`src/rtl/mouse_click_decoder.sv`:
```
// Debounces the raw mouse left button and emits exactly one click event per press,
// carrying the cursor position and the goal zone (3 cols x 2 rows) it hit.
module mouse_click_decoder #(
  parameter int unsigned DEBOUNCE_CYCLES = 65000,
  parameter int unsigned GOAL_X0         = 192,
  parameter int unsigned GOAL_Y0         = 192,
  parameter int unsigned GOAL_COL_W      = 200,
  parameter int unsigned GOAL_ROW_H      = 160
) (
  input  logic        clk,
  input  logic        rst,
  input  logic        left,
  input  logic [11:0] xpos,
  input  logic [11:0] ypos,
  input  logic        click_ready,
  output logic        click_valid,
  output logic [11:0] click_x,
  output logic [11:0] click_y,
  output logic [2:0]  click_zone,
  output logic        click_in_goal,
  output logic [7:0]  click_count,
  output logic        busy
);

  localparam int unsigned CNT_W = 17;
  localparam int unsigned CMP_W = 13;

  localparam logic [CNT_W-1:0] CNT_LAST = CNT_W'(DEBOUNCE_CYCLES - 1);

  // Column/row boundaries expressed as absolute coordinates so no subtraction is needed
  localparam logic [CMP_W-1:0] X_LO = CMP_W'(GOAL_X0);
  localparam logic [CMP_W-1:0] X_C1 = CMP_W'(GOAL_X0 + GOAL_COL_W);
  localparam logic [CMP_W-1:0] X_C2 = CMP_W'(GOAL_X0 + 2 * GOAL_COL_W);
  localparam logic [CMP_W-1:0] X_HI = CMP_W'(GOAL_X0 + 3 * GOAL_COL_W);
  localparam logic [CMP_W-1:0] Y_LO = CMP_W'(GOAL_Y0);
  localparam logic [CMP_W-1:0] Y_R1 = CMP_W'(GOAL_Y0 + GOAL_ROW_H);
  localparam logic [CMP_W-1:0] Y_HI = CMP_W'(GOAL_Y0 + 2 * GOAL_ROW_H);

  localparam logic [2:0] ZONE_OUTSIDE = 3'd7;

  typedef enum logic [2:0] {
    IDLE,
    ARMING,
    CAPTURE,
    OFFER,
    RELEASE
  } state_t;

  state_t           state, state_d;
  logic [CNT_W-1:0] cnt, cnt_d;
  logic             left_meta, left_s;

  logic             valid_d;
  logic [11:0]      x_d, y_d;
  logic [2:0]       zone_d;
  logic             in_goal_d;
  logic [7:0]       count_d;
  logic             busy_d;

  logic [CMP_W-1:0] x_ext_c, y_ext_c;
  logic             in_goal_c;
  logic [1:0]       col_c;
  logic             row_c;
  logic [2:0]       zone_c;

  // Two-flop synchronizer for the asynchronous button input
  always_ff @(posedge clk) begin
    if (!rst) begin
      left_meta <= 1'b0;
      left_s    <= 1'b0;
    end else begin
      left_meta <= left;
      left_s    <= left_meta;
    end
  end

  // Goal-zone classification of the current cursor position, comparators only
  always_comb begin
    x_ext_c   = {1'b0, xpos};
    y_ext_c   = {1'b0, ypos};
    in_goal_c = (x_ext_c >= X_LO) && (x_ext_c < X_HI) &&
                (y_ext_c >= Y_LO) && (y_ext_c < Y_HI);
    col_c     = 2'd2;
    if (x_ext_c < X_C1) begin
      col_c = 2'd0;
    end else if (x_ext_c < X_C2) begin
      col_c = 2'd1;
    end
    row_c  = (y_ext_c >= Y_R1);
    zone_c = ZONE_OUTSIDE;
    if (in_goal_c) begin
      zone_c = row_c ? (3'd3 + {1'b0, col_c}) : {1'b0, col_c};
    end
  end

  // Next-state and next-output logic
  always_comb begin
    state_d   = state;
    cnt_d     = cnt;
    valid_d   = click_valid;
    x_d       = click_x;
    y_d       = click_y;
    zone_d    = click_zone;
    in_goal_d = click_in_goal;
    count_d   = click_count;

    unique case (state)
      IDLE: begin
        if (left_s) begin
          state_d = ARMING;
          cnt_d   = '0;
        end
      end
      ARMING: begin
        if (!left_s) begin
          state_d = IDLE;
        end else if (cnt == CNT_LAST) begin
          state_d = CAPTURE;
        end else begin
          cnt_d = cnt + CNT_W'(1);
        end
      end
      CAPTURE: begin
        x_d       = xpos;
        y_d       = ypos;
        zone_d    = zone_c;
        in_goal_d = in_goal_c;
        valid_d   = 1'b1;
        state_d   = OFFER;
      end
      OFFER: begin
        if (click_valid && click_ready) begin
          valid_d = 1'b0;
          count_d = click_count + 8'd1;
          cnt_d   = '0;
          state_d = RELEASE;
        end
      end
      RELEASE: begin
        if (left_s) begin
          cnt_d = '0;
        end else if (cnt == CNT_LAST) begin
          state_d = IDLE;
        end else begin
          cnt_d = cnt + CNT_W'(1);
        end
      end
      default: begin
        state_d = RELEASE;
        cnt_d   = '0;
        valid_d = 1'b0;
      end
    endcase

    busy_d = (state_d != IDLE);
  end

  // State, counter and output registers; reset parks in RELEASE so a held button is ignored
  always_ff @(posedge clk) begin
    if (!rst) begin
      state         <= RELEASE;
      cnt           <= '0;
      click_valid   <= 1'b0;
      click_x       <= '0;
      click_y       <= '0;
      click_zone    <= ZONE_OUTSIDE;
      click_in_goal <= 1'b0;
      click_count   <= '0;
      busy          <= 1'b1;
    end else begin
      state         <= state_d;
      cnt           <= cnt_d;
      click_valid   <= valid_d;
      click_x       <= x_d;
      click_y       <= y_d;
      click_zone    <= zone_d;
      click_in_goal <= in_goal_d;
      click_count   <= count_d;
      busy          <= busy_d;
    end
  end

endmodule

```
`config.mk`:
```
export PLATFORM = sky130hd
export DESIGN_NAME = mouse_click_decoder
export DESIGN_NICKNAME = d
export VERILOG_FILES = /design/src/rtl/mouse_click_decoder.sv
export SDC_FILE = /design/constraint.sdc
export NUM_CORES = 1
export LEC_CHECK = 0
export ABC_AREA = 1
export BUFFER_PORTS_ARGS = -buffer_cell sky130_fd_sc_hd__buf_2
export CORE_MARGIN = 8
export CORE_UTILIZATION = 54
export DETAILED_ROUTE_END_ITERATION = 6
export PLACE_DENSITY_LB_ADDON = 0.12
export SLEW_MARGIN = 20
export SYNTH_ARGS = -nofsm -noshare
export SYNTH_HDL_FRONTEND = slang
export SYNTH_SLANG_ARGS = --single-unit
```
`constraint.sdc`:
```
create_clock -name clk -period 1.9 [get_ports clk]
set_input_delay 0.285 -clock clk [delete_from_list [all_inputs] [get_ports clk]]
set_output_delay 0.285 -clock clk [all_outputs]
set_load 0.02 [all_outputs]
```
; ---- Word level (Yosys, flattened, before mapping)
; Cells that the tools add are included.
[classes]
addsub = 3
n_reduce_logical = 10
magnitude_cmp = 7
eq_ne = 8
bitwise_logic = 2
muxes = 19
[ops]
columns = cell, n
row1 = 17-bit two-way mux, 5
row2 = 17-bit one-hot mux with 5 select lines, 1
row3 = 12-bit by 10-bit less-than comparator with 1-bit output (second input constant), 3
row4 = 12-bit by 8-bit >= comparator with 1-bit output (second input constant), 2
row5 = 3-bit two-way mux, 8
row6 = 17-bit by 1-bit adder with 17-bit output (second input constant), 1
row7 = 17-bit by 16-bit == test with 1-bit output (second input constant), 1
row8 = 3-bit one-hot mux with 5 select lines, 1
row9 = 12-bit by 9-bit >= comparator with 1-bit output (second input constant), 1
row10 = 12-bit by 9-bit less-than comparator with 1-bit output (second input constant), 1
row11 = 8-bit by 1-bit adder with 8-bit output (second input constant), 1
row12 = 3-bit by 2-bit == test with 1-bit output (second input constant), 2
row13 = 2-bit inequality test (second input constant), 3
row14 = 1-bit logical AND, 4
row15 = 2-bit two-way mux, 2
row16 = 2-bit AND reduction, 2
row17 = 4-bit AND reduction, 1
row18 = 2-bit by 2-bit adder with 3-bit output (first input constant), 1
row19 = 3-bit by 1-bit == test with 1-bit output (second input constant), 1
row20 = 3-bit == test (second input constant), 1
row21 = 3-bit zero test, 1
row22 = 1-bit one-hot mux with 3 select lines, 1
row23 = 3-bit nonzero test, 1
row24 = 3-bit OR reduction, 1
row25 = other kinds (2), 3
[word_totals]
input_bits = 28
elab_cells = 60
output_inout_bits = 38
reg_bits = 60

; ---- Depth between registers and ports, before layout
; Gate-level depths: netlist of run 1.
[depth]
ltp_word = 6
mapped_depth = 11

; ---- Least setup slack after synthesis of run 1
; Ideal clock, no wire load.
[synth_timing]
path_kind = input -> register
from = input xpos[10]
to = register click_zone[1]
arrival_time_ps = 1365
setup_time_ps = 123
path_slack_ps = 412
stages = 10
required_time_ps = 1777
path_cell_list = nor2_1 inv_1 o22ai_1 nand2_1 ha_1 nand2_1 nand2_1 nand2_1 o21ai_1 nand2_1
[synth_via]
elab_chain_len = 6
[synth_lines]
columns = item, line_no
row1 = from (decl), 13  ; input logic [11:0] xpos,
row2 = 12-bit by 10-bit less-than comparator with 1-bit output, 86  ; end else if (x_ext_c < X_C2) begin
row3 = 2-bit two-way mux, 86
row4 = 2-bit two-way mux, 84  ; if (x_ext_c < X_C1) begin
row5 = 2-bit by 2-bit adder with 3-bit output, 92  ; zone_c = row_c ? (3'd3 + {1'b0, col_c}) : {1'b0, col_c};
row6 = 3-bit two-way mux, 92
row7 = 3-bit two-way mux *, 91  ; if (in_goal_c) begin
row8 = to (signal assigned), 176  ; click_zone <= zone_d;
row9 = to (decl), 19  ; output logic [2:0] click_zone,
; Mark *: on every way between the ends. The rest lies on a longest branch, timed or not.
; A chain may end at the register's enable or synchronous reset.

; ---- Worst setup path after layout of run 1
[layout_timing]
from = register cnt[0]
to = register busy
[layout_via]
elab_chain_len = 5
[layout_lines]
columns = item, line_no
row1 = from (decl), 50  ; logic [CNT_W-1:0] cnt, cnt_d;
row2 = from (signal assigned), 172  ; cnt <= cnt_d;
row3 = 17-bit by 16-bit == test with 1-bit output *, "117, 142"
row4 = "3-bit two-way mux, on equally long branches", "142, 117"
row5 = "3-bit two-way mux, on equally long branches", "140, 115"
row6 = 3-bit one-hot mux with 5 select lines *, 107  ; unique case (state)
row7 = 3-bit nonzero test *, 155  ; busy_d = (state_d != IDLE);
row8 = to (signal assigned), 179  ; busy <= busy_d;
row9 = to (decl), 22  ; output logic busy
; Marked as above.

==> impl_metrics.tcl, run 1 <==
set metrics [dict create \
    finalClockSkew_ns 0.00899 \
    routed_wl_um 7130 \
    start_util 0.563 \
    row_count 26 \
    min_period_ns 1.67 \
    cp.required_ns 2.11 \
    crit_type "flop to flop" \
    rsz0062_at_grt "false" \
    hold_depth 3 \
    vdd_drop_max_v 0.000517 \
    grt_max_degree 23 \
    synth_area_um2 2910 \
    postCtsSetupBuffers 0 \
    hold_start "left" \
    r2r_slack_ns 0.23 \
    drc 0 \
    die-area_um2 8000 \
    synth-seq-cells 60 \
    relSlewSlack 0.546 \
    port_buffers 65 \
    drtPass1Iterations 4 \
    power.total_mw 2.56 \
    floorplan.core_area_um2 5170 \
    antenna_found_initial 0 \
    hold_buffers 0 \
    grt_util_all_layers 0.193 \
    cts_root_buffer "clkbuf_8" \
    clk_pin_slew_ns 0.07 \
    nFillCells 477 \
    maxSlewViolCount 0 \
    clock_latency_ns 0.33 \
    min_to "left_meta$_SDFF_PN0_" \
    io_pins 66 \
    first_iter_violations 154 \
    async_reset_ff_frac 0 \
    cp-end-kind "flop" \
    grt-ovfl-total 0 \
    hold_violations 0 \
    crit_path_max_fanout 5 \
    wl_per_cell_um 12.3 \
    clock_path_buffers 2 \
    synth-main-ff-cell "dfxtp_1" \
    grt_pass1_vias 2866 \
    cts-resized-gates 0 \
    dp_hpwl_um 5400 \
    area_delta_synth_final_pct 20.7 \
    routed_via_density 5.00 \
    reg2reg_depth 9 \
    synth_nets 464 \
    leakage_nw 1.62 \
    arrival_ns 1.89 \
    synth_edf_count 0 \
    seq_area_frac_synth 0.413 \
    outcome "finished clean" \
    min_path_type "input pin to flop" \
    setup_viol 0 \
    cts_buffers 9 \
    maxCapViolCount 0 \
    clock-sinks 60 \
    post-route-period-util 0.881 \
    yosys_warnings 0 \
    die_h_um 89.4 \
    worstMarginPinSlew_ns 0.681 \
    nets 534 \
    worstSetupStartpoint "cnt[0]$_SDFFE_PN0P_" \
    chipWidth_um 89.4 \
    synth_cell_types 36 \
    grt_pass1_wl_um 12200 \
    cts-htree-levels 3 \
    fmax_mhz 597 \
    fin_setup_tns_ns 0 \
    gp_routability_congestion 0.933 \
    detail-route-antenna-nets 0 \
    postSynthCellCount 433 \
    p_per_area_nw_per_um2 728 \
    cts_tree "done" \
    vias 2892 \
    syn_area_per_cell_um2 6.72 \
    timing.rr.start "cnt[0]$_SDFFE_PN0P_" \
    startpoint_type "flop" \
    drive_above_1_share 0.219 \
    r2r-end "busy$_SDFF_PN1_" \
    num_antenna_cells 0 \
]
sequential cells by signal, indices dropped and copies added (netlist names):
| name | count |
|---|---|
| click_zone | 3 |
| click_y | 12 |
| click_x | 12 |
| cnt | 17 |
| left_meta | 1 |
| click_in_goal | 1 |
| state | 3 |
| click_valid | 1 |
| left_s | 1 |
| click_count | 8 |
| busy | 1 |
worst max-delay path by stage:
| stage | endpoint | cells past startpoint |
|---|---|---|
| floorplan | click_zone[1]$_SDFFE_PN1P_ | 10 |
| global route | click_zone[0]$_SDFFE_PN1P_ | 9 |
| finish | busy$_SDFF_PN1_ | 9 |
| global placement | click_zone[1]$_SDFFE_PN1P_ | 11 |
| detailed placement | click_zone[1]$_SDFFE_PN1P_ | 11 |
| CTS | busy$_SDFF_PN1_ | 9 |
cells in the final DEF (no fill, tap or decap), types with 4 or more instances in the layout:
cell type and instances:
nor2_1 97, nand2_1 83, buf_2 65, dfxtp_1 60, inv_1 45, o21ai_0 34, a21oi_1 21, nand3_1 20
clkbuf_8 11, nor2_2 8, nand4_1 8, nor3_1 6, o21ai_1 5, inv_2 4, buf_4 4
power by group:
part	leakage, nW	internal, mW	switching, mW
clock network	0.102	0.673	0.498
logic	1.03	0.0447	0.0701
registers	0.484	1.26	0.00661
total	1.62	1.98	0.574
cell usage after synthesis, types with 3 or more instances:
library cell | n | share of area
a21oi_1 | 21 | 0.036
buf_2 | 5 | 0.0086
clkbuf_1 | 4 | 0.0052
dfxtp_1 | 60 | 0.41
ha_1 | 3 | 0.013
inv_1 | 45 | 0.058
inv_2 | 4 | 0.0052
nand2_1 | 83 | 0.11
nand2_4 | 3 | 0.012
nand3_1 | 20 | 0.034
nand4_1 | 8 | 0.017
nor2_1 | 97 | 0.13
nor2_2 | 8 | 0.017
nor3_1 | 6 | 0.010
o21ai_0 | 34 | 0.058
o21ai_1 | 5 | 0.0086
cell families (layout without fill, tap and decap cells):
| family | count (synthesis) | after routing | synth area share |
|---|---|---|---|
| DFF | 60 | 60 | 0.413 |
| xor gates and xnor gates | 3 | 3 | 0.00903 |
| adders and majority gates | 3 | 3 | 0.0129 |
| AOI/OAI and AO/OA | 70 | 70 | 0.132 |
| buffers and inverters | 62 | 137 | 0.0829 |
| and+or+nand+nor | 235 | 235 | 0.351 |
metrics by stage:
| stage | cell area [um2] | util | hold WS (ns) | worst slack [ns] | std cells |
|---|---|---|---|---|---|
| 2_1_floorplan | 2910 | - | 0.383 | 0.412 | 433 |
| 3_3_place_gp | 3310 | 0.640 | 0.397 | 0.240 | 562 |
| 3_5_place_dp | 3310 | 0.640 | 0.401 | 0.117 | 562 |
| 4_1_cts | 3510 | 0.679 | 0.135 | 0.227 | 578 |
| 5_1_grt | 3510 | 0.679 | 0.146 | 0.0705 | 578 |
| 6_report | 3510 | 0.679 | 0.151 | 0.225 | 578 |
layout make-up:
class / count / area, um2 / area share
Tap cell: 70 / 87.6 / 0.0249
Multi-Input combinational cell: 311 / 1470 / 0.418
Clock buffer: 12 / 155 / 0.0442
Timing Repair Buffer: 69 / 355 / 0.101
Clock inverter: 4 / 47.5 / 0.0135
Inverter: 52 / 198 / 0.0563
Sequential cell: 60 / 1200 / 0.342
layer usage:
layer	up-vias	wire length, um	global-route usage
li1	1520	-	-
met1	1299	3290	0.221
met2	60	3420	0.330
met3	13	329	0.0597
met4	0	99	0.0665
met5	-	0	0
critical path: stages, from the launching register on:
cell and delay, ns:
dfxtp_1 0.40, ha_1 0.23, nand2_1 0.10, clkinv_1 0.07, nand2_1 0.08, nor2_4 0.15, nand2_4 0.09, o21ai_1 0.14
nand2_1 0.08, or2_1 0.23
No activity file was read; power rests on OpenSTA's default activity.
==> inputs of run 2 (changes only) <==
==> constraint.sdc (replaced) <==
create_clock -name clk -period 1.9 [get_ports clk]
set_input_delay 0.095 -clock clk [delete_from_list [all_inputs] [get_ports clk]]
set_output_delay 0.095 -clock clk [all_outputs]
set_load 0.02 [all_outputs]
==> run 2 against run 1 <==
Effect of this change: clock skew is essentially flat; clock-buffer cell count increased by 2; hold slack worse by 0.13 ns; combinational power is 17% higher; clock power is 17% lower; first-iteration DRC count decreased by 19%; critical path type is now input pin to flop; sequential share of layout area decreased by 0.80 points; critical endpoint is now click_zone[1]$_SDFFE_PN1P_.
==> impl_metrics.tcl, run 2 (same netlist as run 1, synthesis figures left out) <==
set metrics [dict create \
    outcome "finished clean" \
    crit_type "input pin to flop" \
    rsz0062_at_grt "false" \
    post-route-period-util 0.892 \
    timing.rr.start "state[1]$_SDFF_PN0_" \
    path_buf_inv 3 \
    die-area_um2 8000 \
    cp-end-kind "flop" \
    area_delta_synth_final_pct 23.5 \
    io_pins 66 \
    relSlewSlack 0.511 \
    p_per_area_nw_per_um2 661 \
    cp.required_ns 2.12 \
    hold_violations 0 \
    floorplan.core_area_um2 5170 \
    registers.top_by_ff_count "cnt" \
    grt_util_all_layers 0.202 \
    first_iter_violations 124 \
    top_regs "cnt (17), click_x (12), click_y (12)" \
    dp_hpwl_um 5450 \
    wl_per_cell_um 12.7 \
    maxCapViolCount 0 \
    path_common_cell "nand2_1" \
    layout_common_cells "nor2_1, nand2_1, buf_2" \
    grt_pass1_vias 2864 \
    row_count 26 \
    startpoint_type "input pin" \
    largest_register_ffs 17 \
    chipWidth_um 89.4 \
    clk_pin_slew_ns 0.07 \
    min_path_type "input pin to flop" \
    die_h_um 89.4 \
    crit_path_max_fanout 4 \
    drc 0 \
    leakage_nw 1.66 \
    vias 2938 \
    grt_max_degree 23 \
    antenna_found_initial 0 \
    drive_above_1_share 0.212 \
    num_antenna_cells 0 \
    setup.worst_path.end "click_zone[1]$_SDFFE_PN1P_" \
    routed_via_density 4.98 \
    gp_routability_congestion 0.953 \
    cts_buffers 9 \
    worstSetupStartpoint "xpos[10]" \
    nets 546 \
    cpLargestDelayFamily "buffers and inverters" \
    place_area_um2 3320 \
    setup_viol 0 \
    drtPass1Iterations 4 \
    clock_latency_ns 0.33 \
    arrival_ns 1.92 \
    start_util 0.563 \
    cp.depth 12 \
    vdd_drop_max_v 0.000431 \
    port_buffers 65 \
    nFillCells 438 \
    finalClockSkew_ns 0.00925 \
    cts-htree-levels 3 \
    min_period_ns 1.69 \
    cts_tree "done" \
    clock-sinks 60 \
    max_stage_delay_ns 0.54 \
    r2r-end "click_zone[1]$_SDFFE_PN1P_" \
    grt_pass1_wl_um 12600 \
    routed_wl_um 7490 \
    reg2reg_depth 9 \
    worstMarginPinSlew_ns 0.733 \
    fmax_mhz 590 \
    critPathSlowestCell "dlygate4sd3_1" \
    r2r_slack_ns 0.28 \
    postCtsSetupBuffers 0 \
    final_area_um2 3600 \
    cts_root_buffer "clkbuf_8" \
    clock_path_buffers 2 \
    cp_cell_sequence "dlygate4sd3_1 > buf_2 > nor2_1 > inv_1 > o22ai_2 > nand2_1 > ha_1 > nand2_1 > nand2_1 > nand2_1 > o21ai_1 > nand2_1" \
    post-route-util 0.695 \
    fin_setup_tns_ns 0 \
    grt-ovfl-total 0 \
    detail-route-antenna-nets 0 \
    maxSlewViolCount 0 \
    final_common_cell "nor2_1" \
]
[run 2: cell count changes in the layout (fill, tap and decap cells not counted)]
cell,delta
buf_4,+1
bufinv_16,-1
clkbuf_1,+3
clkbuf_8,-1
clkinvlp_4,-1
dlygate4sd3_1,+11
o22ai_1,-1
o22ai_2,+1
[run 2: per-layer routing]
metal | vias up | track usage | share of wire
li1 | 1539 | - | -
met1 | 1312 | 0.224 | 0.43
met2 | 76 | 0.337 | 0.49
met3 | 11 | 0.0827 | 0.069
met4 | 0 | 0.0801 | 0.017
met5 | - | 0 | 0
[run 2: how the worst min path moves through the flow]
| stage | from | end | slack, ns | cells past startpoint |
|---|---|---|---|---|
| floorplan | left | left_meta$_SDFF_PN0_ | 0.19 | 2 |
| global placement | left | left_meta$_SDFF_PN0_ | 0.28 | 3 |
| detailed placement | left | left_meta$_SDFF_PN0_ | 0.28 | 3 |
| CTS | ypos[11] | click_y[11]$_SDFFE_PN0P_ | 0.002 | 3 |
| global route | xpos[3] | click_x[3]$_SDFFE_PN0P_ | 0.02 | 3 |
| finish | ypos[11] | click_y[11]$_SDFFE_PN0P_ | 0.02 | 3 |
[run 2: worst min-delay path, stage by stage]
cell and delay, ns:
buf_2 0.09, nor2_1 0.04, nor2_1 0.09
[run 2: where the power goes]
part,switching (mW),internal (mW)
logic,0.0734,0.0615
clock network,0.466,0.507
registers,0.00666,1.26
total,0.546,1.83
[run 2: layout make-up]
cell class | count | area, um2 | share of cell area
Clock buffer | 14 | 153 | 0.0424
Clock inverter | 2 | 10.0 | 0.00278
Inverter | 52 | 198 | 0.0550
Multi-Input combinational cell | 311 | 1480 | 0.410
Sequential cell | 60 | 1200 | 0.334
Tap cell | 70 | 87.6 | 0.0243
Timing Repair Buffer | 81 | 473 | 0.131
[run 2: repair_timing]
item,CTS,global route
hold buffers,11,0
hold endpoints to repair,11,0
resized for setup,0,1
setup endpoints to repair,0,1
[run 2: through the flow]
step	hold WS [ns]	cells	worst slack (ns)	power (mW)
2_1_floorplan	0.193	433	0.446	1.36
4_1_cts	0.00190	590	0.132	2.40
3_3_place_gp	0.280	563	0.369	1.41
3_5_place_dp	0.280	563	0.300	1.41
5_1_grt	0.0161	590	0.0809	2.49
6_report	0.0205	590	0.206	2.38
